File: src/rtl/branch_cond_unit.sv
`default_nettype none
// ============================================================================
// Module      : branch_cond_unit
// Description : Evaluates SPARC v8 integer branch/trap conditions (Bicc, Ticc),
//               classifies SAVE/RESTORE, tracks annulled delay slots and
//               presents one registered result per accepted instruction over
//               a valid/ready handshake.
//               Optional macro BCU_WINDOW_CHECK_EN enables register-window
//               overflow/underflow checking of SAVE/RESTORE against WIM/CWP.
// Revision    : 1.0 - initial release
// ============================================================================
module branch_cond_unit #(
    parameter int NWINDOWS = 8,
    parameter int WIN_W    = 5
) (
    input  logic                Clock,
    input  logic                Reset_n,
    input  logic                Flush,
    input  logic                In_Valid,
    output logic                In_Ready,
    input  logic [31:0]         IR,
    input  logic                N,
    input  logic                Z,
    input  logic                V,
    input  logic                C,
    input  logic [WIN_W-1:0]    CWP,
    input  logic [NWINDOWS-1:0] WIM,
    output logic                Out_Valid,
    input  logic                Out_Ready,
    output logic                Cond,
    output logic                Annul,
    output logic                Squash,
    output logic [1:0]          Kind,
    output logic                Win_Ovf,
    output logic                Win_Unf
);

    // Instruction classes as reported on Kind
    localparam logic [1:0] c_kind_other = 2'b00;
    localparam logic [1:0] c_kind_bicc  = 2'b01;
    localparam logic [1:0] c_kind_ticc  = 2'b10;
    localparam logic [1:0] c_kind_win   = 2'b11;

    // Delay-slot tracking states
    localparam logic [0:0] c_st_idle  = 1'b0;
    localparam logic [0:0] c_st_annul = 1'b1;

    // Registered result and state
    logic       out_valid_q, out_valid_d;
    logic       cond_q, cond_d;
    logic       annul_q, annul_d;
    logic       squash_q, squash_d;
    logic [1:0] kind_q, kind_d;
    logic       win_ovf_q, win_ovf_d;
    logic       win_unf_q, win_unf_d;
    logic [0:0] state_q, state_d;

    // Decode / evaluation wires
    logic       w_accept;
    logic       w_is_bicc;
    logic       w_is_ticc;
    logic       w_is_save;
    logic       w_is_restore;
    logic       w_cc_base;
    logic       w_cc_true;
    logic       w_squash_slot;
    logic       w_save_ovf;
    logic       w_restore_unf;
    logic       w_cwp_ok;
    logic [1:0] w_kind;
    logic       w_cond_raw;
    logic       w_annul_raw;
    logic       w_ovf_raw;
    logic       w_unf_raw;
    logic       w_res_cond;
    logic       w_res_annul;
    logic       w_res_ovf;
    logic       w_res_unf;

    // Handshake: a new instruction can enter only when the output slot frees up
    always_comb begin
        In_Ready = (!out_valid_q || Out_Ready) && !Flush;
        w_accept = In_Valid && In_Ready;
    end

    // Instruction class decode from op / op2 / op3 fields
    always_comb begin
        w_is_bicc    = (IR[31:30] == 2'b00) && (IR[24:22] == 3'b010);
        w_is_ticc    = (IR[31:30] == 2'b10) && (IR[24:19] == 6'b111010);
        w_is_save    = (IR[31:30] == 2'b10) && (IR[24:19] == 6'b111100);
        w_is_restore = (IR[31:30] == 2'b10) && (IR[24:19] == 6'b111101);
    end

    // Condition evaluation: IR[27:25] picks the test, IR[28] inverts it
    always_comb begin
        w_cc_base = 1'b0;
        case (IR[27:25])
            3'b000:  w_cc_base = 1'b0;
            3'b001:  w_cc_base = Z;
            3'b010:  w_cc_base = Z | (N ^ V);
            3'b011:  w_cc_base = N ^ V;
            3'b100:  w_cc_base = C | Z;
            3'b101:  w_cc_base = C;
            3'b110:  w_cc_base = N;
            default: w_cc_base = V;
        endcase
        w_cc_true = IR[28] ? ~w_cc_base : w_cc_base;
    end

`ifdef BCU_WINDOW_CHECK_EN
    localparam logic [NWINDOWS-1:0] c_one_hot = {{(NWINDOWS-1){1'b0}}, 1'b1};

    int w_cwp_int;
    int w_save_idx;
    int w_restore_idx;

    // Neighbouring-window lookup in WIM with modular wrap at both ends
    always_comb begin
        w_cwp_int     = {{(32-WIN_W){1'b0}}, CWP};
        w_cwp_ok      = (w_cwp_int < NWINDOWS);
        w_save_idx    = (w_cwp_int == 0) ? (NWINDOWS - 1) : (w_cwp_int - 1);
        w_restore_idx = (w_cwp_int == NWINDOWS - 1) ? 0 : (w_cwp_int + 1);
        w_save_ovf    = w_cwp_ok && (|(WIM & (c_one_hot << w_save_idx)));
        w_restore_unf = w_cwp_ok && (|(WIM & (c_one_hot << w_restore_idx)));
    end

    logic w_unused_ok;
    assign w_unused_ok = ^IR[18:0];
`else
    // Window checking disabled: SAVE/RESTORE are always permitted
    always_comb begin
        w_cwp_ok      = 1'b1;
        w_save_ovf    = 1'b0;
        w_restore_unf = 1'b0;
    end

    logic w_unused_ok;
    assign w_unused_ok = ^{IR[18:0], CWP, WIM};
`endif

    // Unsquashed result of the instruction currently on IR
    always_comb begin
        w_kind      = c_kind_other;
        w_cond_raw  = 1'b1;
        w_annul_raw = 1'b0;
        w_ovf_raw   = 1'b0;
        w_unf_raw   = 1'b0;
        if (w_is_bicc) begin
            w_kind      = c_kind_bicc;
            w_cond_raw  = w_cc_true;
            // Annulling BA always kills its slot; conditional ones only when untaken
            w_annul_raw = IR[29] && (!w_cc_true || (IR[28:25] == 4'b1000));
        end else if (w_is_ticc) begin
            w_kind      = c_kind_ticc;
            w_cond_raw  = w_cc_true;
        end else if (w_is_save) begin
            w_kind      = c_kind_win;
            w_ovf_raw   = w_save_ovf;
            w_cond_raw  = w_cwp_ok && !w_save_ovf;
        end else if (w_is_restore) begin
            w_kind      = c_kind_win;
            w_unf_raw   = w_restore_unf;
            w_cond_raw  = w_cwp_ok && !w_restore_unf;
        end
    end

    // FSM state register
    always_ff @(posedge Clock) begin
        if (!Reset_n) begin
            state_q <= c_st_idle;
        end else begin
            state_q <= state_d;
        end
    end

    // FSM next state: a squashed slot never re-arms the annul state
    always_comb begin
        state_d = state_q;
        if (Flush) begin
            state_d = c_st_idle;
        end else if (w_accept) begin
            if (state_q == c_st_annul) begin
                state_d = c_st_idle;
            end else if (w_is_bicc && w_annul_raw) begin
                state_d = c_st_annul;
            end
        end
    end

    // FSM outputs: the next accepted instruction is the annulled delay slot
    always_comb begin
        w_squash_slot = (state_q == c_st_annul);
        w_res_cond    = w_squash_slot ? 1'b0 : w_cond_raw;
        w_res_annul   = w_squash_slot ? 1'b0 : w_annul_raw;
        w_res_ovf     = w_squash_slot ? 1'b0 : w_ovf_raw;
        w_res_unf     = w_squash_slot ? 1'b0 : w_unf_raw;
    end

    // Result slot next value: load on accept, drain on consume, drop on flush
    always_comb begin
        out_valid_d = out_valid_q;
        cond_d      = cond_q;
        annul_d     = annul_q;
        squash_d    = squash_q;
        kind_d      = kind_q;
        win_ovf_d   = win_ovf_q;
        win_unf_d   = win_unf_q;
        if (Flush) begin
            out_valid_d = 1'b0;
        end else if (w_accept) begin
            out_valid_d = 1'b1;
            cond_d      = w_res_cond;
            annul_d     = w_res_annul;
            squash_d    = w_squash_slot;
            kind_d      = w_kind;
            win_ovf_d   = w_res_ovf;
            win_unf_d   = w_res_unf;
        end else if (Out_Ready) begin
            out_valid_d = 1'b0;
        end
    end

    // Result slot registers
    always_ff @(posedge Clock) begin
        if (!Reset_n) begin
            out_valid_q <= 1'b0;
            cond_q      <= 1'b0;
            annul_q     <= 1'b0;
            squash_q    <= 1'b0;
            kind_q      <= c_kind_other;
            win_ovf_q   <= 1'b0;
            win_unf_q   <= 1'b0;
        end else begin
            out_valid_q <= out_valid_d;
            cond_q      <= cond_d;
            annul_q     <= annul_d;
            squash_q    <= squash_d;
            kind_q      <= kind_d;
            win_ovf_q   <= win_ovf_d;
            win_unf_q   <= win_unf_d;
        end
    end

    assign Out_Valid = out_valid_q;
    assign Cond      = cond_q;
    assign Annul     = annul_q;
    assign Squash    = squash_q;
    assign Kind      = kind_q;
    assign Win_Ovf   = win_ovf_q;
    assign Win_Unf   = win_unf_q;

endmodule
`default_nettype wire

File: config.mk
export PLATFORM = sky130hd
export DESIGN_NAME = branch_cond_unit
export DESIGN_NICKNAME = d
export VERILOG_FILES = /design/src/rtl/branch_cond_unit.sv
export SDC_FILE = /design/constraint.sdc
export NUM_CORES = 1
export LEC_CHECK = 0
export ABC_CLOCK_PERIOD_IN_PS = 2900
export CAP_MARGIN = 20
export CORE_MARGIN = 2
export CORE_UTILIZATION = 25
export CTS_CLUSTER_DIAMETER = 30
export DETAILED_ROUTE_END_ITERATION = 16
export GPL_TIMING_DRIVEN = 0
export HOLD_SLACK_MARGIN = 0.06
export PLACE_DENSITY = 0.83
export SLEW_MARGIN = 20
export SYNTH_ARGS = -nofsm -noshare
export SYNTH_HDL_FRONTEND = slang
export SYNTH_SLANG_ARGS = --single-unit
File: constraint.sdc
create_clock -name Clock -period 2.9 [get_ports Clock]
set_input_delay 0.435 -clock Clock [delete_from_list [all_inputs] [get_ports Clock]]
set_output_delay 0.435 -clock Clock [all_outputs]
set_load 0.05 [all_outputs]
==> run_summary.xml <==
<?xml version="1.0" encoding="UTF-8"?>
<metrics>
  <group name="run_status">
    <metric name="run_status" unit="">complete, no violations</metric>
  </group>
  <group name="global_routing">
    <metric name="grt_use_total" unit="%">11.7</metric>
    <metric name="global_route.overflow_total" unit="">0</metric>
    <metric name="initial_antenna_violation_count" unit="">0</metric>
    <metric name="grt_first_pass_wirelength" unit="um">1730</metric>
    <metric name="vias_in_the_first_global_route" unit="">452</metric>
    <metric name="grt_max_degree" unit="">10</metric>
  </group>
  <group name="synthesis">
    <metric name="dominantRegCellSynth" unit="">sky130_fd_sc_hd__dfxtp_1</metric>
    <metric name="count_of_unique_library_cells_instantiated_by_yosys" unit="">28</metric>
    <metric name="synth-edff-count" unit="">0</metric>
    <metric name="mappedNetlistArea" unit="sq um">450</metric>
    <metric name="synth_largest_area_cell" unit="">sky130_fd_sc_hd__dfxtp_1</metric>
    <metric name="ys_warn_count" unit="">0</metric>
    <metric name="ys_seq_elements" unit="">7</metric>
    <metric name="gate_count_after_technology_mapping" unit="">56</metric>
    <metric name="post_synth_most_frequent_cells" unit="">7 x sky130_fd_sc_hd__dfxtp_1, 5 x sky130_fd_sc_hd__nand2_1, 4 x sky130_fd_sc_hd__nor2_1, 4 x sky130_fd_sc_hd__nor2b_1, 4 x sky130_fd_sc_hd__o21ai_0</metric>
    <metric name="synth_top_cells_by_area" unit="">sky130_fd_sc_hd__dfxtp_1 31%, sky130_fd_sc_hd__nor2b_1 5.6%, sky130_fd_sc_hd__mux2i_1 4.4%</metric>
    <metric name="seq_total_area_yosys" unit="%">31.1</metric>
    <metric name="async_flop_share" unit="%">0</metric>
    <metric name="netlist.area_leader.share" unit="%">31.1</metric>
    <metric name="synth.most_common_cell" unit="">sky130_fd_sc_hd__dfxtp_1</metric>
    <metric name="avg_inst_size_synth" unit="sq um">8.04</metric>
  </group>
  <group name="critical_path">
    <metric name="slowest_stage" unit="">sky130_fd_sc_hd__clkdlybuf4s50_1</metric>
    <metric name="critical_path_peak_fanout" unit="">3</metric>
    <metric name="worstPathCellList" unit="">clkdlybuf4s50_1 &gt; nor2b_1 &gt; nor2_1 &gt; clkdlybuf4s50_1</metric>
    <metric name="ff2ff_path_depth" unit="">6</metric>
    <metric name="critPathMostFrequentCell" unit="">sky130_fd_sc_hd__clkdlybuf4s50_1</metric>
    <metric name="critPathRequiredTime" unit="ns">2.47</metric>
    <metric name="critical_path.max_stage_delay" unit="ns">0.82</metric>
    <metric name="critical_path_arrival" unit="ns">1.88</metric>
    <metric name="timing.critical_path.to_type" unit="">output port</metric>
    <metric name="timing.critical_path.from_type" unit="">input port</metric>
    <metric name="crit_cells" unit="">4</metric>
    <metric name="path_buf_inv" unit="">2</metric>
    <metric name="critPathTopFamily" unit="">buffers and inverters</metric>
    <metric name="path_class" unit="">in -&gt; out</metric>
  </group>
  <group name="placed_design">
    <metric name="count_of_port_buffers_added_during_placement" unit="">28</metric>
    <metric name="gp_congestion" unit="">0.641</metric>
    <metric name="dp.final_hpwl" unit="um">915</metric>
  </group>
  <group name="finish">
    <metric name="design.final.nets" unit="">144</metric>
    <metric name="final_layout_size_suffix_gt1_share" unit="%">11.2</metric>
    <metric name="area_growth" unit="%">75.8</metric>
    <metric name="n_diodes" unit="">0</metric>
  </group>
  <group name="floorplanning">
    <metric name="ports_placed_on_the_boundary" unit="">63</metric>
    <metric name="die_area" unit="sq um">2160</metric>
    <metric name="effective_utilization_at_floorplan" unit="%">26.4</metric>
    <metric name="row_count" unit="">15</metric>
    <metric name="fp.dieW" unit="um">46.4</metric>
    <metric name="core_area" unit="sq um">1710</metric>
    <metric name="die_height" unit="um">46.4</metric>
  </group>
  <group name="worst_hold_path">
    <metric name="min_delay_path_depth" unit="">2</metric>
    <metric name="worstHoldPathType" unit="">reg -&gt; reg</metric>
  </group>
  <group name="run">
    <metric name="timing.max_cap.violations" unit="">0</metric>
  </group>
  <group name="sta">
    <metric name="fin_setup_tns" unit="ns">0</metric>
    <metric name="setup-violations-final" unit="">0</metric>
    <metric name="hold_viol_final" unit="">0</metric>
    <metric name="final.setup_skew" unit="ns">0.00118</metric>
    <metric name="fin_worst_hold_slack" unit="ns">0.451</metric>
    <metric name="max_freq" unit="MHz">431</metric>
    <metric name="setup_repair_after_global_routing_missed_its_margin" unit="">no</metric>
    <metric name="maxSlewHeadroom" unit="%">65.7</metric>
    <metric name="timing_worst_slew_pin_value" unit="ns">0.512</metric>
    <metric name="maxSlewViolCount" unit="">0</metric>
    <metric name="fin_crit" unit="ns">2.32</metric>
    <metric name="timing.final.crit_share" unit="%">80.0</metric>
  </group>
  <group name="route">
    <metric name="post-route-drc-count" unit="">0</metric>
    <metric name="drt_first_iter_violations" unit="">6</metric>
    <metric name="post_drt_wl_per_cell" unit="um">9.69</metric>
    <metric name="postRouteWirelength" unit="um">1110</metric>
    <metric name="vias" unit="">502</metric>
    <metric name="avgViaCountPerCell" unit="">4.40</metric>
    <metric name="drt_pass1_iterations" unit="">4</metric>
    <metric name="drtAntennaViolNets" unit="">0</metric>
  </group>
  <group name="clock_network">
    <metric name="clk-insertion-delay-late" unit="ns">0.26</metric>
    <metric name="ctsResizeCount" unit="">0</metric>
    <metric name="post_cts_hold_buffer_count" unit="">0</metric>
    <metric name="clock_tree.htree_level_count" unit="">1</metric>
    <metric name="clk_root_buffer_cell" unit="">sky130_fd_sc_hd__clkbuf_4</metric>
    <metric name="cts-root-to-sink-buffers" unit="">2</metric>
    <metric name="tritoncts_clock_tree" unit="">built</metric>
    <metric name="post_cts_buffers" unit="">0</metric>
    <metric name="clock-sinks" unit="">7</metric>
    <metric name="cts-buffers-inserted" unit="">3</metric>
    <metric name="cts.reportedPaths.clkPinSlew" unit="ns">0.05</metric>
  </group>
  <group name="pwr">
    <metric name="worst_ir_drop_vdd" unit="uV">247</metric>
    <metric name="power.density_cell_area" unit="nW/um^2">338</metric>
    <metric name="p_leak" unit="nW">0.294</metric>
  </group>
</metrics>
[through the flow]
step	worst slack, ns	cell area (sq um)	total power [mW]	instances	util [%]
after global routing	0.492	792	0.280	114	46.4
after detailed placement	0.574	766	0.180	110	44.8
after floorplan	1.11	454	0.139	57	-
after global placement	0.560	766	0.179	110	44.8
final	0.581	792	0.267	114	46.4
after CTS	0.564	792	0.269	114	46.4
[area by class of cell]
class | instances | area [sq um]
buffer | 3 | 20.0
clock buffer | 4 | 26.3
fill | 171 | 916
inverter | 2 | 7.51
multi-input combinational | 45 | 287
sequential | 7 | 140
tap | 25 | 31.3
timing repair buffer | 28 | 280
[registers in the layout, indices dropped and copies added (netlist names)]
name       cells
Annul          1
Out_Valid      1
Cond           1
Squash         1
Kind           2
state_q        1
[worst min-delay path, cell delays in order, from the launching register on]
cell                       delay, ns
sky130_fd_sc_hd__dfxtp_1        0.30
sky130_fd_sc_hd__nand2_1        0.05
sky130_fd_sc_hd__a21boi_1       0.05
[where the power goes]
part           total, mW  internal [mW]  switching, mW
sequential        0.0991         0.0982       0.000873
clock             0.0891         0.0525         0.0366
combinational     0.0793         0.0435         0.0357
[final timing paths]
path,startpoint,to,slack [ns]
setup / recovery,Out_Ready,In_Ready,0.58
hold / removal,Annul$_SDFFE_PN0P_,Annul$_SDFFE_PN0P_,0.45
setup reg to reg,Out_Valid$_SDFFE_PP0P_,Annul$_SDFFE_PN0P_,1.44
hold reg to reg,Annul$_SDFFE_PN0P_,Annul$_SDFFE_PN0P_,0.45
[kinds of logic after synthesis]
kind of cell | Yosys count | synth area share [%]
AND/OR/NAND/NOR | 26 | 33.1
AO/OA/AOI/OAI | 14 | 22.5
flip-flops | 7 | 31.1
buffers and inverters | 5 | 6.11
multiplexers | 2 | 4.44
XOR/XNOR | 1 | 1.94
other | 1 | 0.833
[per-layer routing]
metal | GRT usage [%] | wire [um] | vias up
li1 | - | - | 264
met2 | 20.3 | 511 | 21
met5 | 0 | 0 | -
met4 | 8.57 | 21 | 0
met3 | 5.10 | 132 | 2
met1 | 10.5 | 439 | 215
[cells in the final DEF, fill, tap and decap left out, types with 2 or more instances in the layout]
master / n
sky130_fd_sc_hd__inv_1: 2
sky130_fd_sc_hd__nor2b_1: 4
sky130_fd_sc_hd__mux2i_1: 2
sky130_fd_sc_hd__nor3b_1: 2
sky130_fd_sc_hd__buf_4: 2
sky130_fd_sc_hd__clkdlybuf4s50_1: 28
sky130_fd_sc_hd__nand3_1: 3
sky130_fd_sc_hd__nand2_1: 5
sky130_fd_sc_hd__nor2_1: 4
sky130_fd_sc_hd__conb_1: 2
sky130_fd_sc_hd__clkbuf_4: 3
sky130_fd_sc_hd__a211oi_1: 2
sky130_fd_sc_hd__dfxtp_1: 7
sky130_fd_sc_hd__a21oi_1: 2
sky130_fd_sc_hd__o21ai_0: 4
sky130_fd_sc_hd__nand2b_1: 2
(Power assumes the default switching activity.)
